==> config.mk <==
export PLATFORM = sky130hd
export DESIGN_NAME = seq_divider
export DESIGN_NICKNAME = d
export VERILOG_FILES = /design/src/rtl/seq_divider_pkg.sv /design/src/rtl/seq_divider_ripple_sub.sv /design/src/rtl/seq_divider.sv
export SDC_FILE = /design/constraint.sdc
export NUM_CORES = 1
export LEC_CHECK = 0
export ABC_AREA = 1
export CAP_MARGIN = 15
export CORE_MARGIN = 2
export CORE_UTILIZATION = 25
export CTS_CLUSTER_DIAMETER = 40
export DETAILED_ROUTE_END_ITERATION = 6
export SETUP_SLACK_MARGIN = 0.5
export SLEW_MARGIN = 30
export SYNTH_ARGS = -nofsm -noshare
export SYNTH_HDL_FRONTEND = slang
export SYNTH_SLANG_ARGS = --single-unit
==> constraint.sdc <==
create_clock -name clock -period 6 [get_ports clock]
set_input_delay 1.2 -clock clock [delete_from_list [all_inputs] [get_ports clock]]
set_output_delay 1.2 -clock clock [all_outputs]
set_load 0.02 [all_outputs]
==> src/rtl/seq_divider_pkg.sv <==
// Shared types for the sequential restoring divider.
// State encoding and the iteration-counter width helper.
package seq_divider_pkg;

    typedef enum logic [1:0] {
        IDLE = 2'd0,
        RUN  = 2'd1,
        DONE = 2'd2
    } state_t;

    // Counter must hold 0..N without wrapping inside one operation.
    function automatic int cnt_w(input int n);
        return $clog2(n + 1);
    endfunction

endpackage

==> src/rtl/seq_divider_ripple_sub.sv <==
// ripple_sub: combinational ripple-borrow subtractor, d = a - b.
// Ports: a, b (W bits) in; d (W bits), borrow_out (MSB cell borrow) out.
module ripple_sub #(
    parameter int W = 5
) (
    input  logic [W-1:0] a,
    input  logic [W-1:0] b,
    output logic [W-1:0] d,
    output logic         borrow_out
);

    logic [W:0] bw;

    assign bw[0] = 1'b0;

    for (genvar i = 0; i < W; i++) begin : g_cell
        assign d[i]    = a[i] ^ b[i] ^ bw[i];
        assign bw[i+1] = (~a[i] & b[i]) | (~(a[i] ^ b[i]) & bw[i]);
    end

    assign borrow_out = bw[W];

endmodule

==> src/rtl/seq_divider.sv <==
// seq_divider: N-cycle unsigned restoring divider with start/done handshake.
// Ports: clock, resetn, start, dividend, divisor in; busy, done, quotient,
// remainder, div_by_zero out (results held until the next accepted start).
module seq_divider
    import seq_divider_pkg::*;
#(
    parameter int N = 4
) (
    input  logic         clock,
    input  logic         resetn,
    input  logic         start,
    input  logic [N-1:0] dividend,
    input  logic [N-1:0] divisor,
    output logic         busy,
    output logic         done,
    output logic [N-1:0] quotient,
    output logic [N-1:0] remainder,
    output logic         div_by_zero
);

    localparam int CW = cnt_w(N);
    localparam logic [CW-1:0] LAST = CW'(N - 1);

    state_t state;
    state_t state_next;

    logic [N:0]    a;
    logic [N-1:0]  q;
    logic [N-1:0]  m;
    logic [CW-1:0] count;

    logic [N:0]   shifted;
    logic [N:0]   trial;
    logic         borrow;
    logic [N:0]   a_next;
    logic [N-1:0] q_next;

    // A stays below M, so A[N] is always 0 before the shift.
    assign shifted = {a[N-1:0], q[N-1]};

    ripple_sub #(
        .W(N + 1)
    ) u_sub (
        .a         (shifted),
        .b         ({1'b0, m}),
        .d         (trial),
        .borrow_out(borrow)
    );

    assign a_next = borrow ? shifted : trial;
    assign q_next = {q[N-2:0], ~borrow};

    assign busy = (state == RUN);
    assign done = (state == DONE);

    always_ff @(posedge clock or negedge resetn) begin
        if (!resetn) begin
            state <= IDLE;
        end else begin
            state <= state_next;
        end
    end

    always_comb begin
        state_next = IDLE;
        case (state)
            IDLE: begin
                if (start) begin
                    state_next = (divisor == '0) ? DONE : RUN;
                end
            end
            RUN: begin
                state_next = (count == LAST) ? DONE : RUN;
            end
            DONE:    state_next = IDLE;
            default: state_next = IDLE;
        endcase
    end

    always_ff @(posedge clock or negedge resetn) begin
        if (!resetn) begin
            a           <= '0;
            q           <= '0;
            m           <= '0;
            count       <= '0;
            quotient    <= '0;
            remainder   <= '0;
            div_by_zero <= 1'b0;
        end else begin
            case (state)
                IDLE: begin
                    if (start) begin
                        a     <= '0;
                        q     <= dividend;
                        m     <= divisor;
                        count <= '0;
                        if (divisor == '0) begin
                            quotient    <= '1;
                            remainder   <= dividend;
                            div_by_zero <= 1'b1;
                        end
                    end
                end
                RUN: begin
                    a     <= a_next;
                    q     <= q_next;
                    count <= count + 1'b1;
                    if (count == LAST) begin
                        quotient    <= q_next;
                        remainder   <= a_next[N-1:0];
                        div_by_zero <= 1'b0;
                    end
                end
                default: ;
            endcase
        end
    end

endmodule

# Word-level counts from Yosys, hierarchy flattened
# Cells that the tools add are included.
[totals] word_cells=71 output_inout_bits=11 input_bits=11 reg_bits=26
[classes] bitwise=27 addsub=1 n_eq_ne=6 mux=23 n_reduce_logical=6
[ops] op="4-bit 2-to-1 mux" count=9
[ops] op="4-bit one-hot mux with 2 select lines" count=4
[ops] op="1-bit inverter" count=9
[ops] op="1-bit bitwise AND" count=8
[ops] op="1-bit XOR" count=7
[ops] op="2-bit 2-to-1 mux" count=3
[ops] op="3-bit one-hot mux with 2 select lines" count=1
[ops] op="4-bit zero test" count=1
[ops] op="2-bit != test (second input constant)" count=2
[ops] op="2-bit one-hot mux with 2 select lines" count=1
[ops] op="2-bit AND reduction" count=2
[ops] op="4-bit AND reduction" count=1
[ops] op="3-bit by 1-bit adder with 3-bit output (second input constant)" count=1
[ops] op="3-bit by 2-bit == test with 1-bit output (second input constant)" count=1
[ops] op="1-bit 2-to-1 mux" count=3
[ops] op="3-bit 2-to-1 mux" count=1
[ops] op="1-bit bitwise OR" count=3
[ops] op="2-bit by 1-bit == test with 1-bit output (second input constant)" count=1
[ops] op="2-bit == test (second input constant)" count=1
[ops] op="2-bit zero test" count=1
[ops] op="2-bit by 1-bit != test with 1-bit output (second input constant)" count=1
[ops] op="1-bit one-hot mux with 2 select lines" count=1
[ops] op="2-bit nonzero test" count=1

# Logic depth before layout (Yosys ltp)
# Gate-level depths: netlist of the first run.
[depth] word_depth=12 ltp_mapped=13 ltp_nobuf=13

# Cells and area by module
# Synthesis of the first run repeated with hierarchy kept, for this count alone.
[hier_totals] cells_unflattened=163 hier_area_um2=1336.3
[modules_own_cells] module="seq_divider" instances=1 cells_each=146 seq_area_each_um2=650.6 area_per_inst_um2=1198.6
[modules_own_cells] module="ripple_sub" instances=1 cells_each=17 seq_area_each_um2=0.0 area_per_inst_um2=137.6

# Worst setup path after synthesis of the first run
# OpenSTA, ideal clock, no wires.
[synth_timing] kind="reg-to-reg" from="register q[3]" to="register remainder[1]" path_buffers=0 path_stages_with_launch=14 period_less_slack_ps=2032 path_slack_ps=3968 setup_ps=117 required_ps=5883 t_arrival_ps=1915 cell_sequence="dfrtp_1 > inv_1 > ha_1 > inv_1 > fa_1 > inv_1 > fa_1 > fa_1 > inv_1 > nor2_1 > nand3_1 > nand3_1 > nand2_1 > nand2_1"
[synth_via] elab_chain_len=12 word_cells_on_any_way=13 cone_classes="3 x mux; 10 x bitwise"
[synth_lines] item="start, declared" line="seq_divider.sv:28" rtl="logic [N-1:0] q;"
[synth_lines] item="start signal, assigned" line="seq_divider.sv:94" rtl="q <= dividend;"
[synth_lines] item="start signal, assigned" line="seq_divider.sv:106" rtl="q <= q_next;"
[synth_lines] item="1-bit inverter (*)" line="seq_divider_ripple_sub.sv:18" rtl="assign bw[i+1] = (~a[i] & b[i]) | (~(a[i] ^ b[i]) & bw[i]);"
[synth_lines] item="1-bit bitwise AND (*)" line="seq_divider_ripple_sub.sv:18"
[synth_lines] item="1-bit bitwise AND" line="seq_divider_ripple_sub.sv:18"
[synth_lines] item="1-bit bitwise OR" line="seq_divider_ripple_sub.sv:18"
[synth_lines] item="1-bit bitwise AND" line="seq_divider_ripple_sub.sv:18"
[synth_lines] item="1-bit bitwise OR" line="seq_divider_ripple_sub.sv:18"
[synth_lines] item="1-bit bitwise AND" line="seq_divider_ripple_sub.sv:18"
[synth_lines] item="1-bit bitwise OR" line="seq_divider_ripple_sub.sv:18"
[synth_lines] item="1-bit bitwise AND" line="seq_divider_ripple_sub.sv:18"
[synth_lines] item="4-bit 2-to-1 mux (*)" line="seq_divider.sv:50" rtl="assign a_next = borrow ? shifted : trial;"
[synth_lines] item="4-bit 2-to-1 mux (*)" line="seq_divider.sv:108" rtl="if (count == LAST) begin"
[synth_lines] item="4-bit one-hot mux with 2 select lines (*)" line="seq_divider.sv:90" rtl="case (state)"
[synth_lines] item="end signal, assigned" line="seq_divider.sv:99" rtl="remainder <= dividend;"
[synth_lines] item="end signal, assigned" line="seq_divider.sv:110" rtl="remainder <= a_next[N-1:0];"
[synth_lines] item="end, declared" line="seq_divider.sv:17" rtl="output logic [N-1:0] remainder,"
# Every way passes the cells marked *; elsewhere a longest branch is shown, timed or not. The select of a mux whose other input is x is not followed.
# A chain may end at the register's enable or synchronous reset.

# Final worst setup path of the first run
[layout_timing] from="register state[1]" to="output port busy"
[layout_via] elab_chain_len=1
[layout_lines] item="start, declared" line="seq_divider.sv:24" rtl="state_t state;"
[layout_lines] item="start signal, assigned" line="seq_divider.sv:60" rtl="state <= state_next;"
[layout_lines] item="2-bit by 1-bit == test with 1-bit output" line="seq_divider.sv:53" rtl="assign busy = (state == RUN);"
[layout_lines] item="end, declared" line="seq_divider.sv:14" rtl="output logic busy,"
# Every way passes these cells.

==> results of run 1 <==
[power by group through the flow]
stage                     registers, mW  logic, mW  clock network (mW)
after global routing              0.322      0.566               0.156
final                             0.311      0.497               0.146
after floorplan                   0.342      0.339                   0
after CTS                         0.313      0.506               0.150
after global placement            0.314      0.494                   0
after detailed placement          0.317      0.501                   0
[worst max path at each step]
stage / from / to / slack (ns) / depth (start not counted)
2_1_floorplan: q[3] / remainder[1] / 3.97 / 13
3_3_place_gp: state[1] / busy / 3.39 / 2
3_5_place_dp: state[1] / busy / 3.38 / 2
4_1_cts: state[1] / busy / 3.07 / 2
5_1_grt: state[1] / busy / 3.03 / 2
6_report: state[1] / busy / 3.07 / 2
[worst reg2reg max path, delay by kind of cell, from the launching register on]
kind / cells / cell delay [ns]
AND/OR/NAND/NOR: 5 / 0.66
adder cells (fa/ha/maj): 4 / 0.88
buffers and inverters: 4 / 0.25
flip-flops: 1 / 0.38
[state kept, by name, indices dropped and copies added, names as in the netlist]
| register | flops |
|---|---|
| div_by_zero | 1 |
| q | 4 |
| quotient | 4 |
| remainder | 4 |
| count | 3 |
| state | 2 |
| m | 4 |
| a | 4 |
[final cells by class]
| cell class | instances | area (um^2) |
|---|---|---|
| clock inverters | 1 | 30.03 |
| clock buffers | 3 | 41.29 |
| repair buffers | 22 | 217.7 |
| inverters | 23 | 86.33 |
| flip-flops and latches | 26 | 650.6 |
| fillers | 563 | 3431 |
| multi-input cells | 100 | 530.5 |
| well taps | 70 | 87.58 |
[cell usage after synthesis]
library cell | instances | share of area
sky130_fd_sc_hd__nand3_1 | 24 | 0.092
sky130_fd_sc_hd__nand2_4 | 1 | 0.0086
sky130_fd_sc_hd__nor2_1 | 4 | 0.012
sky130_fd_sc_hd__buf_4 | 2 | 0.012
sky130_fd_sc_hd__nand3_2 | 1 | 0.0077
sky130_fd_sc_hd__a21oi_1 | 1 | 0.0038
sky130_fd_sc_hd__nand2_1 | 45 | 0.13
sky130_fd_sc_hd__nand2_2 | 3 | 0.014
sky130_fd_sc_hd__inv_1 | 21 | 0.060
sky130_fd_sc_hd__o21ai_1 | 4 | 0.015
sky130_fd_sc_hd__o21ai_0 | 8 | 0.031
sky130_fd_sc_hd__buf_6 | 2 | 0.017
sky130_fd_sc_hd__ha_1 | 3 | 0.029
sky130_fd_sc_hd__dfrtp_1 | 26 | 0.50
sky130_fd_sc_hd__fa_1 | 3 | 0.046
sky130_fd_sc_hd__o22ai_1 | 2 | 0.0096
sky130_fd_sc_hd__nor2_4 | 1 | 0.0086
sky130_fd_sc_hd__inv_2 | 2 | 0.0058
[routing by layer]
metal	vias up	GRT usage
met3	4	0.01777
met5	-	0
met4	0	0.03273
met1	493	0.1256
li1	524	-
met2	11	0.1735
[kinds of logic after synthesis]
| kind of cell | Yosys count | share of synthesized area |
|---|---|---|
| AND/OR/NAND/NOR | 79 | 0.2723 |
| buffers and inverters | 27 | 0.09492 |
| AO/OA/AOI/OAI | 15 | 0.05944 |
| adder cells (fa/ha/maj) | 6 | 0.07479 |
| flip-flops | 26 | 0.4986 |
==> results.toml, run 1 <==
[status]
outcome = "completed"

[worst_setup_path]
reg2reg_from = "q[3]"
cp-end-kind = "primary output"
r2r_setup_slack_ns = 3.79
worst_setup_path_start_kind = "flip-flop"
worstSetupPathType = "reg -> out"
cpPeakStageDelay_ns = 0.68
reg2reg_depth = 13
slowest_cell_on_crit_path = "sky130_fd_sc_hd__clkdlybuf4s50_1"
crit_path_max_fanout = 16
path_delay_family = "buffers and inverters"
r2r-end = "remainder[1]"
sequence_of_cells_on_the_critical_path = "nor2_4 > clkdlybuf4s50_1"
worstPathBufferInverterCount = 1
crit_required_ns = 4.80
arrival_ns = 1.73

[clocking]
cts_hold_repair.buffers = 0
htree_num_levels = 1
clkLatencyLatePin_ns = 0.28
cts_root_buf = "sky130_fd_sc_hd__clkbuf_8"
quantity_of_gates_resized_following_cts = 0
cts.reportedPaths.clkPinSlew_ns = 0.08
cts_sinks = 26
cts_tree = "built"
cts_made_buffers = 3
cts_buffer_depth = 2
buffers_inserted_by_post_cts_timing_repair = 0

[power_and_ir_drop]
p_total_mw = 0.9539
power_leakage_nw = 0.8232
power.sequential.fraction = 0.326
share_comb_of_total_power = 0.521
net_switching_power_of_the_design_mw = 0.4052
cell_internal_pwr_mw = 0.5487
netSwitchingFraction = 0.4248
clkPwrFrac = 0.153
power.ir.vdd_worst_v = 0.0002308
power_density_nw_per_um2 = 580.2

[timing]
final.hold.worst_slack_ns = 0.4785
layout_worst_path_cycle_share = 0.4879
final_count_of_negative_setup_slack_endpoints = 0
worst_max_slew_pin_slew_ns = 0.3914
slew_headroom = 0.7385
max_clock_freq_mhz = 341.6
setup_total_negative_slack_ns = 0
rsz0062_at_grt = "false"
final_hold_viol_count = 0
worst_clock_skew_ns = 0.01283
period_minus_slack_ns = 2.927
report.final.slew_viol_count = 0
worst_slack_ns = 3.073

[global_route]
grt_pass1_wl_um = 4726
grt-ovfl-total = 0
grtUsageTotal = 0.09990
vias_in_the_first_global_route = 1088
initial_antenna_violation_count = 0
grt_max_degree = 27

[route]
dr_total_vias = 1032
routed_metal_1_wirelength_um = 1271
detail_route.drc_violations = 0
top_layer = "met4"
drt_first_pass_iters = 4
route.antenna.remaining_nets = 0
dr_wl_met2_um = 1336
wire_per_inst_um = 10.98
detail_route.wirelength_um = 2689
avgViaCountPerCell = 4.212
initialDrtViolationCount = 30
route.met3.wl_um = 46

[place]
io_buffers = 21
gp_routability_congestion = 0.8084
placed_cells_incl_taps = 241
post-dp-hpwl_um = 2022
placed_cell_area_um2 = 1573
preCtsSetupSlack_ns = 3.383

[synth]
post_synth_instance_area_um2 = 1305
number_of_register_bits_inferred_by_synthesis = 26
netlist_instances = 153
synthesized_nets = 170
synth_sequential_area_ratio = 0.4986
ys.warnings.count = 0
post_synth_num_cell_types = 18
synth_area_per_cell_um2 = 8.529

[cells_and_area]
final_layout_size_suffix_gt1_frac = 0.07429
fin_cells = 245
layout_common_cells = "sky130_fd_sc_hd__nand2_1 (45), sky130_fd_sc_hd__dfrtp_1 (26), sky130_fd_sc_hd__nand3_1 (24)"
final_common_cell = "sky130_fd_sc_hd__nand2_1"
diodes = 0
finish.utilization = 0.3240
area_grow_syn2layout_pct = 25.98
final_area_um2 = 1644
final_nets = 193

[worst_hold_path]
holdPathStages = 1
min-delay-path-class = "reg -> reg"
source_of_the_worst_hold_timing_path = "count[0]"
hold-path-endpoint = "count[0]"

[die]
boundaryPins = 22
die_width_um = 76.25
rows = 26
fp.coreArea_um2 = 5075
initial_core_util = 0.2571
die_h_um = 76.25
fp.dieArea_um2 = 5814

[job]
drv.max_cap_violation_count = 0
Note: power is estimated with default switching activity, not from simulation.
==> run 2, diff against run 1 <==
- clock period: 6 -> 3.05 ns (I/O delays scaled with it)
==> run 2 against run 1 <==
Effect of this change:
- clock power grew 99%
- non-clock buffer count did not move
- design area is the same
- core utilization is the same
- routed wire length down 2.3%
- sequential power is 95% higher
- final cell count stayed put
- sequential cell count stayed put
- setup slack lost 2.4 ns
- sequential share of layout area is the same
==> results.toml, run 2 (synthesized netlist as in run 1, its figures left out) <==
[status]
outcome = "completed"

[timing]
slew_headroom = 0.7289
worst_clock_skew_ns = 0.006686
final_count_of_negative_setup_slack_endpoints = 0
layout_worst_path_cycle_share = 0.7723
final_hold_viol_count = 0
max_clock_freq_mhz = 424.6
rsz0062_at_grt = "false"
period_minus_slack_ns = 2.355
report.final.slew_viol_count = 0
worst_max_slew_pin_slew_ns = 0.4057
setup_total_negative_slack_ns = 0

[route]
detail_route.drc_violations = 0
drt_first_pass_iters = 4
initialDrtViolationCount = 37
wire_per_inst_um = 10.72
detail_route.wirelength_um = 2626
avgViaCountPerCell = 4.192
route.antenna.remaining_nets = 0
dr_total_vias = 1027

[worst_setup_path]
arrival_ns = 1.75
worst_setup_path_start_kind = "flip-flop"
crit_path_max_fanout = 16
cpPeakStageDelay_ns = 0.69
cp-end-kind = "primary output"
slowest_cell_on_crit_path = "sky130_fd_sc_hd__clkdlybuf4s50_1"
worstSetupPathType = "reg -> out"
sequence_of_cells_on_the_critical_path = "nor2_4 > clkdlybuf4s50_1"
crit_required_ns = 2.44

[die]
rows = 26
fp.dieArea_um2 = 5814
die_h_um = 76.25
die_width_um = 76.25
initial_core_util = 0.2571
fp.coreArea_um2 = 5075
boundaryPins = 22

[clocking]
clkLatencyLatePin_ns = 0.27
quantity_of_gates_resized_following_cts = 0
buffers_inserted_by_post_cts_timing_repair = 0
cts_sinks = 26
cts_buffer_depth = 2
cts_root_buf = "sky130_fd_sc_hd__clkbuf_8"
cts.reportedPaths.clkPinSlew_ns = 0.09
cts_hold_repair.buffers = 0
htree_num_levels = 1
cts_tree = "built"
cts_made_buffers = 3

[power_and_ir_drop]
power_density_nw_per_um2 = 1137
cell_internal_pwr_mw = 1.076
clkPwrFrac = 0.156
power.sequential.fraction = 0.325
power.ir.vdd_worst_v = 0.0004438
net_switching_power_of_the_design_mw = 0.7935
share_comb_of_total_power = 0.519
netSwitchingFraction = 0.4244
power_leakage_nw = 0.8232
p_total_mw = 1.870

[global_route]
vias_in_the_first_global_route = 1017
grtUsageTotal = 0.09846
grt-ovfl-total = 0
grt_pass1_wl_um = 4671
grt_max_degree = 27
initial_antenna_violation_count = 0

[place]
io_buffers = 21
gp_routability_congestion = 0.7500
placed_cell_area_um2 = 1573
post-dp-hpwl_um = 1963

[cells_and_area]
area_grow_syn2layout_pct = 25.98
diodes = 0
final_common_cell = "sky130_fd_sc_hd__nand2_1"
final_nets = 193
final_area_um2 = 1644
final_layout_size_suffix_gt1_frac = 0.07429
layout_common_cells = "sky130_fd_sc_hd__nand2_1 (45), sky130_fd_sc_hd__dfrtp_1 (26), sky130_fd_sc_hd__nand3_1 (24)"
fill_cell_count = 546

[worst_hold_path]
min-delay-path-class = "reg -> reg"

[job]
drv.max_cap_violation_count = 0
[run 2: cell counts in the layout (fill, tap and decap cells not counted)]
No cell type changed its count.
[run 2: path summary, 6_finish.rpt]
check / startpoint / endpoint / slack, ns / depth (start not counted)
worst max-delay path: state[1] / busy / 0.69 / 2
worst min-delay path: count[0] / count[0] / 0.48 / 1
worst max register to register: q[3] / remainder[0] / 0.88 / 13
worst min register to register: count[0] / count[0] / 0.48 / 1
max in group asynchronous: resetn / m[2] / 2.10 / 2
min in group asynchronous: resetn / q[1] / 0.69 / 2
[run 2: power groups by stage]
| stage | clock network (mW) | registers [mW] | logic (mW) |
|---|---|---|---|
| floorplan | 0 | 0.673 | 0.666 |
| global placement | 0 | 0.619 | 0.969 |
| detailed placement | 0 | 0.620 | 0.979 |
| CTS | 0.295 | 0.611 | 0.984 |
| global route | 0.307 | 0.634 | 1.12 |
| finish | 0.291 | 0.608 | 0.971 |
[run 2: layout make-up]
class	instances	area, um^2	share of cell area
clock buffer	3	41.29	0.02511
clock inverter	1	30.03	0.01826
inverter	23	86.33	0.05251
multi-input combinational	100	530.5	0.3227
sequential	26	650.6	0.3957
tap	70	87.58	0.05327
timing repair buffer	22	217.7	0.1324
[run 2: worst max-delay path, delay by kind of cell (launching register included)]
kind	cells	cell delay (ns)
AND/OR/NAND/NOR	1	0.36
flip-flops	1	0.42
buffers and inverters	1	0.69
[run 2: metrics by stage]
step / hold WS [ns] / utilization / worst slack (ns) / instances
floorplan: 0.3144 / - / 1.018 / 153
global placement: 0.4620 / 0.3099 / 0.8965 / 241
detailed placement: 0.4668 / 0.3099 / 0.8680 / 241
CTS: 0.4876 / 0.3240 / 0.6906 / 245
global route: 0.5201 / 0.3240 / 0.6159 / 245
finish: 0.4819 / 0.3240 / 0.6946 / 245
[run 2: layer usage]
metal,track usage,wire length [um],up-vias
li1,-,-,523
met1,0.1221,1258,491
met2,0.1735,1292,11
met3,0.01659,64,2
met4,0.03273,10,0
met5,0,0,-
==> run 3, diff against run 2 <==
- clock period: 3.05 -> 1.95 ns (I/O delays scaled with it)
==> run 3 against run 2 <==
Effect of this change:
- the flow now finishes with violations (negative setup slack)
- first-iteration DRC count increased by 16%
- clock skew increased by 0.0028 ns
- clock-buffer cell count unchanged
- sequential share of layout area decreased by 5.1 points
==> results.toml, run 3 (synthesized netlist as in run 1, its figures left out) <==
[status]
outcome = "complete, but fails checks"
violations = "negative setup slack"

[timing]
slew_headroom = 0.7799
final.hold.worst_slack_ns = 0.4633
final_count_of_negative_setup_slack_endpoints = 11
final_hold_viol_count = 0
rsz0062_at_grt = "true"
layout_worst_path_cycle_share = 1.085
report.final.slew_viol_count = 0
period_minus_slack_ns = 2.116
worst_max_slew_pin_slew_ns = 0.3293
worst_slack_ns = -0.1660
worst_clock_skew_ns = 0.009515
max_clock_freq_mhz = 472.6

[global_route]
grt_max_degree = 27
initial_antenna_violation_count = 0
grt-ovfl-total = 0
grt_pass1_wl_um = 5533
grtUsageTotal = 0.1183
vias_in_the_first_global_route = 1192

[place]
gp_routability_congestion = 0.8003
post-dp-hpwl_um = 1995
io_buffers = 21
placed_cell_area_um2 = 1620

[worst_setup_path]
worstSetupPathType = "reg -> reg"
reg2reg_from = "m[0]"
r2r_setup_slack_ns = -0.17
worst_setup_path_start_kind = "flip-flop"
r2r-end = "remainder[0]"
reg2reg_depth = 11
crit_required_ns = 2.18
cp-end-kind = "flip-flop"
crit_path_max_fanout = 4
arrival_ns = 2.35
crit_path_start = "m[0]"

[route]
route.antenna.remaining_nets = 0
wire_per_inst_um = 12.34
detail_route.wirelength_um = 3245
drt_first_pass_iters = 4
initialDrtViolationCount = 43
dr_total_vias = 1102
avgViaCountPerCell = 4.190
detail_route.drc_violations = 0

[power_and_ir_drop]
clkPwrFrac = 0.129
cell_internal_pwr_mw = 1.999
netSwitchingFraction = 0.4325
share_comb_of_total_power = 0.595
power_density_nw_per_um2 = 1865
net_switching_power_of_the_design_mw = 1.524
power.sequential.fraction = 0.275
power_leakage_nw = 0.9747
power.ir.vdd_worst_v = 0.0008285

[die]
fp.coreArea_um2 = 5075
fp.dieArea_um2 = 5814
die_h_um = 76.25
rows = 26
die_width_um = 76.25
initial_core_util = 0.2571
boundaryPins = 22

[cells_and_area]
final_layout_size_suffix_gt1_frac = 0.2850
fill_cell_count = 541
area_grow_syn2layout_pct = 44.77
finish.utilization = 0.3723
diodes = 0
final_area_um2 = 1889
final_nets = 211
final_common_cell = "sky130_fd_sc_hd__nand2_1"
layout_common_cells = "sky130_fd_sc_hd__nand2_1 (44), sky130_fd_sc_hd__dfrtp_1 (26), sky130_fd_sc_hd__inv_1 (16)"

[clocking]
clkLatencyLatePin_ns = 0.28
cts_tree = "built"
cts.reportedPaths.clkPinSlew_ns = 0.10
cts_made_buffers = 3
cts_buffer_depth = 2
cts_root_buf = "sky130_fd_sc_hd__clkbuf_8"
cts_sinks = 26
htree_num_levels = 1

[worst_hold_path]
min-delay-path-class = "in -> async"

[job]
drv.max_cap_violation_count = 0
## run 3: changes by cell type in the layout (fill, tap and decap cells not counted), sizes merged
cell / change
buf: +20
clkdlybuf4s50: -11
dlygate4sd2: +9
## run 3: power groups by stage
stage                     clock, mW  combinational (mW)  sequential [mW]
after global placement            0                1.66            0.975
after floorplan                   0                1.11             1.06
after CTS                     0.464                1.86            0.966
final                         0.456                2.10            0.970
after detailed placement          0                1.68            0.973
after global routing          0.482                2.34             1.01
## run 3: stage by stage
stage	total power [mW]	cells	worst slack (ns)	TNS, ns
5_1_grt	3.829	263	-0.2656	-2.252
3_3_place_gp	2.630	244	-0.1088	-0.4037
2_1_floorplan	2.174	153	-0.07352	-0.08146
4_1_cts	3.295	260	-0.1261	-0.5756
3_5_place_dp	2.658	244	-0.1424	-0.5954
6_report	3.523	263	-0.1660	-1.145
## run 3: worst max-delay path, stage by stage (launching register included)
cell and delay, ns:
sky130_fd_sc_hd__dfrtp_1 0.41, sky130_fd_sc_hd__ha_4 0.16, sky130_fd_sc_hd__inv_2 0.05, sky130_fd_sc_hd__fa_2 0.19, sky130_fd_sc_hd__inv_2 0.04, sky130_fd_sc_hd__fa_2 0.35
sky130_fd_sc_hd__fa_2 0.37, sky130_fd_sc_hd__nand2_2 0.13, sky130_fd_sc_hd__nand3_1 0.15, sky130_fd_sc_hd__nand3_2 0.12, sky130_fd_sc_hd__nand2_1 0.05, sky130_fd_sc_hd__nand2_1 0.05
## run 3: repair_timing
item,in CTS,in global routing
endpoints found under the setup margin,21,14
pin swaps,6,2
resized for setup,26,16
hold buffers,0,0
cloned,0,0
buffers inserted,12,3
## run 3: per-layer routing
| layer | wire (um) | track usage |
|---|---|---|
| met5 | 0 | 0 |
| met4 | 75 | 0.05091 |
| met3 | 89 | 0.01540 |
| met2 | 1601 | 0.2035 |
| met1 | 1480 | 0.1488 |
## run 3: layout make-up
class                   count  area (um^2)  share of cell area
clock buffers               3        41.29             0.02185
clock inverters             1        30.03             0.01589
inverters                  23        86.33             0.04570
multi-input cells         100        624.3              0.3305
flip-flops and latches     26        650.6              0.3444
well taps                  70        87.58             0.04636
repair buffers             40        369.1              0.1954
## run 3: how the worst max path moves through the flow
stage / end / slack [ns] / depth (start not counted)
global route: remainder[3] / -0.27 / 13
global placement: remainder[3] / -0.11 / 12
detailed placement: remainder[3] / -0.14 / 12
floorplan: remainder[3] / -0.07 / 12
CTS: remainder[3] / -0.13 / 11
finish: remainder[0] / -0.17 / 11
